## src/rtl/dummy_adc_pkg.sv

```systemverilog
// Shared definitions for the dummy ADC scanner: FSM encoding, RESULT field split
// and the latched per-scan configuration.
package dummy_adc_pkg;

    // RESULT = {seq, channel}; the channel field is this wide, as is RESULT_CH
    localparam int CH_W = 8;

    localparam logic [0:0] ST_IDLE    = 1'b0;
    localparam logic [0:0] ST_CONVERT = 1'b1;

    typedef struct packed {
        logic mode;       // 1 = continuous
        logic stop_seen;  // STOP sampled since this scan began
    } scan_cfg_t;

endpackage

```

## src/rtl/adc_chan_sel.sv

```systemverilog
// Combinational next-set-bit finder: lowest set bit above cur, else wraps to the
// lowest set bit overall. With cur at the top index it yields the lowest set bit.
module adc_chan_sel
    import dummy_adc_pkg::*;
#(
    parameter int NCH = 8
) (
    input  logic [NCH-1:0]  mask,
    input  logic [CH_W-1:0] cur,
    output logic [CH_W-1:0] nxt,
    output logic            wrap
);

    logic [CH_W-1:0] hi_idx;
    logic [CH_W-1:0] lo_idx;
    logic            hi_found;

    // Walking downward lets the last hit win, i.e. the lowest qualifying bit.
    always_comb begin
        hi_idx   = '0;
        lo_idx   = '0;
        hi_found = 1'b0;
        for (int i = NCH - 1; i >= 0; i--) begin
            if (mask[i]) begin
                lo_idx = CH_W'(i);
                if (CH_W'(i) > cur) begin
                    hi_idx   = CH_W'(i);
                    hi_found = 1'b1;
                end
            end
        end
    end

    assign nxt  = hi_found ? hi_idx : lo_idx;
    assign wrap = ~hi_found;

endmodule

```

## src/rtl/dummy_adc_scan.sv

```systemverilog
// Dummy multi-channel ADC scanner: walks the set bits of a channel mask, producing
// one synthetic result every CONV_CYCLES clocks, in single or continuous mode.
module dummy_adc_scan
    import dummy_adc_pkg::*;
#(
    parameter int DATA_W      = 16,
    parameter int NCH         = 8,
    parameter int CONV_CYCLES = 5
) (
    input  logic              CLK,
    input  logic              RST,
    input  logic              START,
    input  logic              MODE,
    input  logic              STOP,
    input  logic [NCH-1:0]    CH_MASK,
    input  logic              RD,
    output logic              BUSY,
    output logic              DONE,
    output logic              VALID,
    output logic [DATA_W-1:0] RESULT,
    output logic [CH_W-1:0]   RESULT_CH,
    output logic              OVERRUN
);

    localparam int              SEQ_W    = DATA_W - CH_W;
    localparam logic [7:0]      LAST_CNT = 8'(CONV_CYCLES - 1);
    localparam logic [CH_W-1:0] TOP_CH   = CH_W'(NCH - 1);

    logic [0:0]        state;
    logic [7:0]        cnt;
    logic [CH_W-1:0]   chan;
    logic [SEQ_W-1:0]  seq;
    logic [NCH-1:0]    mask_q;
    scan_cfg_t         cfg;

    logic              done_q;
    logic              valid_q;
    logic              ovr_q;
    logic [DATA_W-1:0] result_q;
    logic [CH_W-1:0]   result_ch_q;

    logic [CH_W-1:0]   nxt_ch;
    logic              nxt_wrap;
    logic [CH_W-1:0]   first_ch;
    logic              first_wrap;
    logic              start_ok;
    logic              conv_end;
    logic              scan_end;

    adc_chan_sel #(.NCH(NCH)) u_next (
        .mask (mask_q),
        .cur  (chan),
        .nxt  (nxt_ch),
        .wrap (nxt_wrap)
    );

    // Searching above the top index always wraps, landing on the lowest set bit.
    adc_chan_sel #(.NCH(NCH)) u_first (
        .mask (CH_MASK),
        .cur  (TOP_CH),
        .nxt  (first_ch),
        .wrap (first_wrap)
    );

    assign start_ok = START && (|CH_MASK) && first_wrap;
    assign conv_end = (state == ST_CONVERT) && (cnt == LAST_CNT);
    // STOP sampled on the final edge of a pass counts as already seen.
    assign scan_end = nxt_wrap && (!cfg.mode || cfg.stop_seen || STOP);

    always_ff @(posedge CLK or posedge RST) begin
        if (RST) begin
            state       <= ST_IDLE;
            cnt         <= '0;
            chan        <= '0;
            seq         <= '0;
            mask_q      <= '0;
            cfg         <= '0;
            done_q      <= 1'b0;
            valid_q     <= 1'b0;
            ovr_q       <= 1'b0;
            result_q    <= '0;
            result_ch_q <= '0;
        end else begin
            done_q <= 1'b0;
            if (RD) valid_q <= 1'b0;

            case (state)
                ST_IDLE: begin
                    if (start_ok) begin
                        state         <= ST_CONVERT;
                        mask_q        <= CH_MASK;
                        cfg.mode      <= MODE;
                        cfg.stop_seen <= 1'b0;
                        chan          <= first_ch;
                        cnt           <= '0;
                        ovr_q         <= 1'b0;
                    end
                end
                ST_CONVERT: begin
                    if (cfg.mode && STOP) cfg.stop_seen <= 1'b1;
                    if (conv_end) begin
                        cnt         <= '0;
                        done_q      <= 1'b1;
                        valid_q     <= 1'b1;
                        result_q    <= {seq, chan};
                        result_ch_q <= chan;
                        seq         <= seq + 1'b1;
                        chan        <= nxt_ch;
                        // A read on the completing edge consumes the old result.
                        if (valid_q && !RD) ovr_q <= 1'b1;
                        if (scan_end) state <= ST_IDLE;
                    end else begin
                        cnt <= cnt + 8'd1;
                    end
                end
                default: state <= ST_IDLE;
            endcase
        end
    end

    assign BUSY      = (state != ST_IDLE);
    assign DONE      = done_q;
    assign VALID     = valid_q;
    assign OVERRUN   = ovr_q;
    assign RESULT    = result_q;
    assign RESULT_CH = result_ch_q;

endmodule

```

## config.mk

```make
export PLATFORM = sky130hd
export DESIGN_NAME = dummy_adc_scan
export DESIGN_NICKNAME = d
export VERILOG_FILES = /design/src/rtl/dummy_adc_pkg.sv /design/src/rtl/adc_chan_sel.sv /design/src/rtl/dummy_adc_scan.sv
export SDC_FILE = /design/constraint.sdc
export NUM_CORES = 1
export LEC_CHECK = 0
export CORE_MARGIN = 10
export CORE_UTILIZATION = 60
export DETAILED_ROUTE_END_ITERATION = 7
export PLACE_DENSITY = 0.89
export SYNTH_ARGS = -nofsm -noshare
export SYNTH_HDL_FRONTEND = slang
export SYNTH_HIERARCHICAL = 1
export SYNTH_SLANG_ARGS = --single-unit
```

## constraint.sdc

```tcl
create_clock -name CLK -period 3.38 [get_ports CLK]
set_clock_uncertainty 0.1 [all_clocks]
set_input_delay 0.338 -clock CLK [delete_from_list [all_inputs] [get_ports CLK]]
set_output_delay 0.338 -clock CLK [all_outputs]
set_load 0.05 [all_outputs]
```

==> metrics list, run 1 <==
* Outcome: complete, no violations
- Power density over the cells: roughly 850 mW/mm^2
- Input and output buffers added on the ports amount to 41.
- WP data required: around 3500 ps
- In the global route stage, met1 resource usage came out at approximately 18%.
- Area taken by flip-flops and latches: 0.00135 sq mm
* Worst-skew pair later-pin latency: ~310 ps
* Number of antenna violations at the first check in global routing: 0
* Distinct cell type count of the synthesized netlist: slightly above 50
- DRC viols: 0
* Placer's final routability congestion estimate: about 0.90
* Number of nets with antenna violations after routing: 0
- Synthesized flop and latch total: 54
- Filler cells: between 400 and 500
- Aggregate global-route resource usage: roughly 15%
- Including well taps, the total number of placed cells is ~450.
- Clock tree from TritonCTS: built
- Number of ports placed on the die boundary: 42
- The HPWL after detailed placement is between 4000 and 5000 microns.
- Clock-pin slew was measured on the worst setup and hold paths at around 100 ps.
* Maximum clock frequency: ~400 MHz
- Entering global routing, the biggest net connects 55 pins.
- In this run, the number of DRC markers left after iteration 0 of detailed routing was 160.
- The die covers between 0.008 and 0.009 sq mm.
* Fraction of power consumed by the clock network: approximately 14%
* Die H: a little over 90 microns
- Number of slew-limit violations in the final report: 0
- Via count of the first global-routing pass: approximately 2.4k
- CTS resizes: 0
- TritonCTS buffer count: 5
* Period minus WS final: 2560 ps
- The routed design has 6490 microns of wire.
* Leakage power figure: 1.75 nW
- Top flip-flop cell by instance count after synthesis: dfrtp_1
* Core area: 0.00507 sq mm
- Internal power: 1.70 mW
- DRT Pass-1 Iters: 6
- Sequential-to-total area share from yosys stat: a little over two fifths
* CTS H-Tree Depth: 2
- Overall die width: between 90 and 100 microns
- Unrepaired setup endpoints after global routing: no
- The min-delay analysis places its worst path in the category reg -> reg.
* Clock sinks: 54
- Final Instance Count excl. Fillers: approximately 460
- In this run the deepest clock path goes through 2 buffers.
* Number of cells on the worst hold path: 2
- From synthesis to final layout, the design area changed by 18.4%.
- The critical path is of the reg -> reg type.
- The worst path uses about three quarters of the clock period.
- The number of antenna diodes in the final layout is 0.
- For the worst flop-to-flop path, the logic depth is 6.
* Share of flip-flops with an asynchronous set or reset after synthesis: 100%
* Net Sw Power: about 1.4 mW
- Setup-violating endpoint count in the final report: 0
* Accumulated negative setup slack: 0 ps
* Worst setup SP type: flop
* Part of the total power dissipated in combinational logic: about half
* Final hold vios: 0
- Multi-input logic area: ~0.0016 sq mm
* Largest fanout on the critical path: 32
- In the final layout, the share of cells above drive strength 1 is roughly 10%.
* Sequential fraction of design power: 37.2%
- Signal arrival time at the worst endpoint: 2670 ps
* Post-CTS setup buffer count: 0
- Yosys mapped a number of flops with a built-in enable equal to 0.
- Number of rows created at floorplan: 26
- STA classifies the critical path endpoint as a flop.
* Synthesized netlist cell count: around 330
* Routed wire length per instance: 14.0 microns
- The worst pin sits at a relative slew slack of 29.0%.
- Busiest layer in global routing: met2
- At the pin with the least slew margin, the transition time is around 1100 ps.
- Yosys warning count: 6
* R2r setup slk: ~800 ps
- Max-capacitance violation count: 0
- After clock tree synthesis, the flow added hold-fix buffers numbering 0.
- Clock tree synthesis selected as its root buffer the cell clkbuf_8.
- Summing internal, switching and leakage power gives 3.12 mW.
- Net switching is between 40% and 50% of the power.
- The net count of the finished layout is ~410.
* Maximum vdd drop: about 410 uV
- After detailed routing, the number of vias per cell comes to between 5 and 6.
* Post-synthesis instance area: between 0.003 and 0.004 sq mm
- Starting Density: between 60% and 70%
- In the global route stage, met2 resource usage came out at between 20% and 30%.
- Syn_area_per_cell: a little over 9 sq um
- First-pass GRT wire length: about 11000 microns
- For this run, the share of the core covered by cells in the final layout is between 70 and 80%.
- The final route contains ~2.5k vias.
- For this run the aggregate overflow at the end of global routing stands at 0.
* Global-route track usage on met3: between 4 and 5%
## worst max-delay path, cell delays in order, from the launching register on
cell,delay (ps)
dfrtp_1,440
or4_1,550
or3_1,360
buf_4,250
inv_2,410
nand4_1,180
xnor2_1,150
## placed cells by master, fill, tap and decap left out, types with 5 or more instances in the layout
cell type and instances:
nor3_1 6, inv_1 12, clkbuf_8 5, a211o_1 6
xnor2_1 6, o22ai_1 9, conb_1 38, mux2_2 9
nor2_1 21, nand2_1 67, nor2b_1 8, dfrtp_1 54
nand3_1 7, o21ai_0 5, clkdlybuf4s50_1 41, a21oi_1 16
## cells by family after synthesis
family                     Yosys count  share of synthesized area [%]
and+or+nand+nor                    139                           21.5
AOI/OAI and AO/OA                   73                           19.3
DFF                                 54                           43.5
buffers and inverters               42                           7.94
xor gates and xnor gates            10                           2.82
muxes                                9                           3.26
other                                4                          0.484
adders and majority gates            3                           1.21
## final timing paths
| path | endpoint | startpoint |
|---|---|---|
| worst max-delay path | seq[4] | cnt[5] |
| worst min-delay path | RESULT[8] | RESULT[8] |
| worst max register to register | seq[4] | cnt[5] |
| worst min register to register | RESULT[8] | RESULT[8] |
| max in group asynchronous | chan[0] | RST |
| min in group asynchronous | cnt[5] | RST |
## Yosys cell counts (4+ instances only)
library cell / n / area [sq um]
o22a_1: 4 / 35.0
conb_1: 4 / 15.0
mux2_2: 9 / 101
a211o_1: 6 / 52.6
nor2_1: 21 / 78.8
buf_4: 18 / 135
a21o_1: 4 / 30.0
o21a_1: 4 / 30.0
nor2b_1: 8 / 50.1
and3_1: 4 / 25.0
nor3_1: 6 / 30.0
nand3_1: 7 / 35.0
xor2_1: 4 / 35.0
inv_1: 13 / 48.8
nand4_1: 4 / 25.0
o21ai_0: 5 / 25.0
buf_2: 5 / 25.0
a21oi_1: 16 / 80.1
xnor2_1: 6 / 52.6
dfrtp_1: 54 / 1350
nand2_1: 67 / 251
o22ai_1: 9 / 56.3
## metrics by stage
stage,setup slack (ps),hold WS [ps],area [sq um]
4_1_cts,811,387,3680
6_report,815,382,3680
3_5_place_dp,607,362,3560
5_1_grt,662,411,3680
3_3_place_gp,707,356,3560
2_1_floorplan,1250,341,3230
## registers in the layout, indices dropped and copies added (netlist names)
name	count
cnt	8
RESULT	16
VALID	1
seq	8
cfg	2
BUSY	1
chan	8
DONE	1
OVERRUN	1
mask_q	8
## final cells by class
type / count / area share [%]
flip-flops and latches: 54 / 36.8
well taps: 70 / 2.38
clock inverters: 3 / 1.33
clock buffers: 5 / 1.87
inverters: 14 / 1.43
repair buffers: 44 / 11.8
multi-input cells: 272 / 44.5
## power by group through the flow
stage                     combinational [mW]  sequential, mW  clock, mW
after floorplan                        0.960            1.34          0
after global placement                  1.46            1.16          0
after detailed placement                1.51            1.17          0
after CTS                               1.52            1.16      0.452
after global routing                    1.64            1.21      0.475
final                                   1.51            1.16      0.445
## routing by layer
metal	share of wire, %	vias up	routed length (microns)
li1	-	1225	-
met1	45	1185	2920
met2	49	56	3170
met3	4.6	8	296
met4	1.6	0	103
met5	0	-	0
No activity file was read; power rests on OpenSTA's default activity.
==> inputs of run 2 (changes only) <==
Settings changed: CORE_UTILIZATION 60 to 56, PLACE_DENSITY 0.89 to 0.84.
Clock period 3.38 ns to 2.6 ns, I/O delays scaled along.
==> run 2 against run 1 <==
Effect of this change: worst setup slack worse by 500 ps; critical path depth shrank 1; cell area rose by 1.3%; sequential power grew 32%; critical path type unchanged; largest cell class unchanged; highest routed layer unchanged.
==> metrics list, run 2 (synthesized netlist as in run 1, its figures left out) <==
- TritonCTS buffer count: 5 (unchanged)
- Die H: 94.5 microns (+2.7%)
- The die outline area is 0.00892 sq mm (+5.6%).
- The later-pin clock latency in the skew report is 310 ps (about the same).
- The number of rows in the core area came to 27 (+3.8%).
- The critical path goes through or4_1 -> or3_1 -> buf_4 -> nor3_1 -> xor2_1.
- The worst register-to-register path ends at seq[5].
* Post-CTS Hold Buffers: 0 (unchanged)
- Placer's final routability congestion estimate: 0.885 (-1.7%)
- Number of antenna violations at the first check in global routing: 0 (unchanged)
- Number of cells after detailed placement: 464 (+2.2%)
- Period minus WS final: 2280 ps (-284 ps)
* Final hold vios: 0 (unchanged)
* Via-per-instance ratio: 5.35 (-0.10%)
- The buffers plus inverters on the worst setup path came to 1 (-1).
* Critical path capture point type: flop
* DRC viols: 0 (unchanged)
- Post-CTS setup buffer count: 0 (unchanged)
* CTS H-Tree Depth: 2 (unchanged)
- The fraction of final layout cells sized beyond drive strength 1 was 11.5% (+1.6 points).
* Maximum vdd drop: 616 uV (+50%)
- Commonest cells after routing, fill and taps aside: nand2_1 (67), dfrtp_1 (54), clkdlybuf4s50_1 (41), conb_1 (38), nor2_1 (21)
* WP data required: 2730 ps (-760 ps)
* Via count of the first global-routing pass: 2527 (+5.3%)
- Leaving out fill and tap cells, the most frequent cell in the layout is nand2_1.
- Setup-violating endpoint count in the final report: 0 (unchanged)
- Final wirelength: 6740 microns (+3.8%)
- Cell with the largest stage delay on the worst path: or4_1
- Number of ports placed on the die boundary: 42 (unchanged)
- The run finished with clean final reports.
* Number of input and output port buffers inserted: 41 (unchanged)
* Area grow syn2layout: 20.0%
- In this run the worst setup path terminates at seq[5].
- The standard cell core area is 0.00544 sq mm (+7.2%).
- The half-perimeter wire length after detailed placement is 5050 microns (+4.4%).
* Worst r2r path cells: 5 (-1)
* Worst setup SP type: flop
- In this run the worst hold path is classified as in -> async.
* Starting Density: 57.1% (-4.1 points)
- The die width was 94.5 microns (+2.7%).
* Leakage power figure: 1.79 nW (+2.2%)
- The number of max-slew violations in the final report was 0 (unchanged).
- The largest fanout on the critical path is 31 (-3.1%).
- Transition time of the tightest slew-check pin: 701 ps (-364 ps)
- DR vias: 2525 (+2.1%)
- The worst setup path is of the reg -> reg kind.
- The total grt overflow was 0 (unchanged).
* Clock sinks: 54 (unchanged)
- Cell depth of the worst setup path: 5 (-1)
* Top Family by Delay on Critical Path: simple AND/OR/NAND/NOR gates
* Aggregate global-route resource usage: 15.6% (+0.16 points)
- The antenna diode count is 0 (unchanged).
- Clock tree from TritonCTS: built
- The global-route wire length before repair came to 11500 microns (+3.9%).
- The final-layout setup total negative slack came to 0 ps (unchanged).
- Tcrit/Tclk final: 87.7% (+12 points)
* Maximum number of buffers from clock root to sink: 2 (unchanged)
- Max-capacitance violation count: 0 (unchanged)
- Total number of nets in the final design: 416 (+2.0%)
* Routed wire length per instance: 14.3 microns (+1.6%)
- The power density over cell area is 1070 mW/mm^2 (+26%).
- R2r setup slk: 320 ps (-500 ps)
- DRT Pass-1 Iters: 4 (-2)
- Largest stage delay, worst path: 540 ps (about the same)
- The achievable frequency came to 438 MHz (+12%).
- The worst register-to-register path begins at cnt[4].
* Clk pin slew, worst setup/hold paths: 90 ps (about the same)
- Final Instance Count excl. Fillers: 472 (+2.2%)
- Signal arrival time at the worst endpoint: 2410 ps (-260 ps)
- Clock tree synthesis selected as its root buffer the cell clkbuf_8.
- Number of nets with antenna violations after routing: 0 (unchanged)
- Setup repair after global routing left no endpoint under its margin.
- The number of flip-flops under the largest register name came to 16 (unchanged).
* Largest net degree at the start of global routing: 32 (-42%)
- The headroom to the max-slew limit came to 52.1% (+23 points).
- The most critical setup path has its startpoint at cnt[4].
- The post-cts resize count was 0 (unchanged).
* Drt first-iter violations: 130 (-19%)
==> run 2: changes by cell type in the layout (fill, tap and decap cells not counted), sizes merged <==
cell and change:
clkbuf +2, clkinv +1, bufinv -1, clkinvlp -1, buf +8, inv -1
==> run 2: worst min-delay path by stage <==
stage / end / slack [ps] / cells after the start
3_5_place_dp: seq[7] / 360 / 1
5_1_grt: cnt[6] / 190 / 2
3_3_place_gp: seq[7] / 360 / 1
6_report: BUSY / 160 / 2
2_1_floorplan: cfg[1] / 310 / 1
4_1_cts: cnt[6] / 180 / 2
==> run 2: report_power, final <==
group	internal (mW)	switching [mW]
clock	0.215	0.255
sequential	1.14	0.384
combinational	0.797	1.19
==> run 2: final cells by class <==
cell class	count	area, sq um
clock buffers	7	86.3
clock inverters	1	5.00
fillers	448	1710
inverters	14	52.6
multi-input cells	272	1630
flip-flops and latches	54	1350
well taps	72	90.1
repair buffers	52	505
==> run 2: per-stage QoR <==
| step | total power [mW] | util [%] | hold slack (ps) | cell area (sq um) | setup WS, ps |
|---|---|---|---|---|---|
| floorplan | 2.99 | - | 310 | 3230 | 474 |
| global placement | 3.44 | 66.8 | 357 | 3630 | 299 |
| detailed placement | 3.52 | 66.8 | 361 | 3630 | 253 |
| CTS | 4.00 | 68.5 | 176 | 3720 | 322 |
| global route | 4.24 | 68.5 | 190 | 3720 | 224 |
| finish | 3.98 | 68.5 | 163 | 3720 | 319 |
==> run 2: routing by layer <==
metal  track usage, %  share of wire [%]  vias up
li1                 -                  -     1247
met1             19.1                 44     1197
met2             26.6                 49       71
met3             3.09                6.2       10
met4             5.86                1.2        0
met5                0                  0        -
==> inputs of run 3 (changes only) <==
Settings changed: CORE_MARGIN 10 to 2.
==> run 3 against run 2 <==
Effect of this change: critical path depth unchanged; largest power group unchanged; worst setup slack better by 18 ps; sequential power about the same; critical endpoint is now seq[6]; routed wire length down 8.5%; utilization up 0.71 points; power up 2.2%.
==> metrics list, run 3 (synthesized netlist as in run 1, its figures left out) <==
- The average vias per placed instance was 5.33 (-0.44%).
- The total CTS buffers was 5 (unchanged).
- The path depth of the worst reg2reg path is 5 (unchanged).
* Placer's final routability congestion estimate: 0.869 (-1.9%)
- The total iterations of the first detailed-routing run was 4 (unchanged).
* CTS H-Tree Depth: 2 (unchanged)
- The path class of the tightest hold or removal check is in -> async.
* Tcrit/Tclk final: 87.0% (-0.68 points)
* Core area: 0.00544 sq mm (unchanged)
- The total routing resource utilization after global routing is 22.1% (+6.4 points).
* Number of inserted diodes: 0 (unchanged)
- Number of antenna violations at the first check in global routing: 0 (unchanged)
- The leakage component of the power was 1.80 nW (+0.74%).
- The number of antenna-violating nets in the routed design was 0 (unchanged).
* Worst setup SP type: flop
- The post-cts resize count was 0 (unchanged).
* DR vias: 2514 (-0.44%)
- Overall die width: 78.5 microns (-17%)
* Number of ports placed on the die boundary: 42 (unchanged)
- Signal arrival time at the worst endpoint: 2400 ps (about the same)
- The number of buffers inserted by post-CTS setup repair is 0 (unchanged).
- The largest fanout on the critical path is 31 (unchanged).
- Power density over the cells: 1080 mW/mm^2 (+1.1%)
- Clock tree from TritonCTS: built
* Die footprint: 0.00616 sq mm (-31%)
- Start point of the critical path: cnt[5]
- Worst max-slew margin expressed relative to the limit: 64.6% (+13 points)
* Final hold vios: 0 (unchanged)
- Final wirelength: 6170 microns (-8.5%)
- Die H: 78.5 microns (-17%)
* Routed wire length per instance: 13.1 microns (-8.5%)
- The actual transition at the worst max-transition pin came to 527 ps (-173 ps).
- FF-to-FF Start: cnt[5]
* Commonest cells after routing, fill and taps aside: nand2_1 (67), dfrtp_1 (54), clkdlybuf4s50_1 (41), conb_1 (38), nor2_1 (21)
* Multi-input logic area: 0.00163 sq mm (unchanged)
- STA classifies the critical path endpoint as a flop.
- The reported max-cap violation count came to 0 (unchanged).
- The number of max-slew violations in the final report came to 0 (unchanged).
* Area grow syn2layout: 21.2%
- R2r setup slk: 340 ps (+20 ps)
* Setup-violating endpoint count in the final report: 0 (unchanged)
* WP data required: 2740 ps (about the same)
- Number of flip-flops under the largest register name: 16 (unchanged)
- Number of input and output port buffers inserted: 41 (unchanged)
- The worst register-to-register path ends at seq[6].
- The total of fill cells in the finished design is 421 (-6.0%).
* Outcome: complete, no violations
- The half-perimeter wire length after detailed placement came to 4390 microns (-13%).
* Area taken by flip-flops and latches: 0.00135 sq mm (unchanged)
* Commonest non-fill, non-tap cell in the layout: nand2_1
- The number of nets in the layout was 416 (unchanged).
- Maximum number of buffers from clock root to sink: 2 (unchanged)
- Unrepaired setup endpoints after global routing: no
* Maximum vdd drop: 599 uV (-2.6%)
- The buffers plus inverters on the worst setup path is 1 (unchanged).
- The number of buffers inserted for hold repair after clock tree synthesis came to 0 (unchanged).
- The achievable frequency is 442 MHz (+0.78%).
- The final-layout setup total negative slack was 0 ps (unchanged).
- First-pass GRT wire length: 10900 microns (-4.9%)
* Starting Density: 57.1% (unchanged)
- The largest individual stage delay along the critical path comes from the cell or4_1.
- The CTS sink count was 54 (unchanged).
* Tot Pwr: 4.07 mW (+2.2%)
- Top Family by Delay on Critical Path: simple AND/OR/NAND/NOR gates
* Period minus WS final: 2260 ps (-17.7 ps)
* Drt first-iter violations: 146 (+12%)
- The tree is rooted in a clkbuf_8.
- The maximum single-stage delay on the critical path came to 550 ps (about the same).
- The clock transition at the registers of the reported paths was 100 ps (about the same).
* DRC viols: 0 (unchanged)
- The maximum number of pins on one net before global-route repair is 55 (+72%).
- Remaining Overflow, GRT: 0 (unchanged)
- Worst-skew pair later-pin latency: 310 ps (about the same)
- The critical path is of the reg -> reg type.
* Via count of the first global-routing pass: 2496 (-1.2%)
- The number of rows in the core area came to 27 (unchanged).
- Share of layout cells above drive strength 1: 11.8% (+0.25 points)
- CP Cell Sequence: or4_1 -> or3_1 -> buf_4 -> nor3_1 -> xor2_1
[run 3: changes by cell type in the layout (fill, tap and decap cells not counted), sizes merged]
cell	change
inv	+1
clkbuf	-2
clkinvlp	+1
bufinv	+1
clkinv	-1
[run 3: worst max-delay path by stage]
stage | endpoint | slack (ps) | depth (start not counted)
floorplan | seq[3] | 470 | 8
global placement | mask_q[3] | 250 | 5
detailed placement | cfg[1] | 190 | 5
CTS | chan[0] | 340 | 6
global route | chan[5] | 230 | 6
finish | seq[6] | 340 | 5
[run 3: cell type report]
cell class,instances,area share [%]
clock inverters,3,1.30
clock buffers,5,1.83
repair buffers,52,13.8
inverters,14,1.40
well taps,72,2.39
flip-flops and latches,54,35.9
multi-input cells,272,43.4
[run 3: stage by stage]
stage | instances | utilization (%) | instance area [sq um] | hold WS, ps | setup WS, ps
after floorplan | 368 | - | 3230 | 310 | 474
after detailed placement | 464 | 67.0 | 3650 | 362 | 186
final | 472 | 69.2 | 3760 | 192 | 337
after global placement | 464 | 67.0 | 3650 | 357 | 252
after CTS | 472 | 69.2 | 3760 | 212 | 344
after global routing | 472 | 69.2 | 3760 | 212 | 227
[run 3: per-layer routing]
| layer | global-route usage, % | share of wire (%) | up-vias |
|---|---|---|---|
| li1 | - | - | 1254 |
| met1 | 28.3 | 46 | 1177 |
| met2 | 37.1 | 48 | 71 |
| met3 | 3.79 | 3.9 | 12 |
| met4 | 9.12 | 1.9 | 0 |
| met5 | 0 | 0 | - |
[run 3: power breakdown]
group | leakage, nW | switching, mW | total [mW] | internal (mW)
Sequential | 0.682 | 0.371 | 1.51 | 1.14
Combinational | 1.06 | 1.17 | 1.97 | 0.802
Clock | 0.0563 | 0.287 | 0.581 | 0.293
Total | 1.80 | 1.83 | 4.07 | 2.24
[run 3: tightest hold or removal path, cell delays in order]
cell and delay (ps):
clkdlybuf4s50_1 410, inv_2 70, buf_12 260
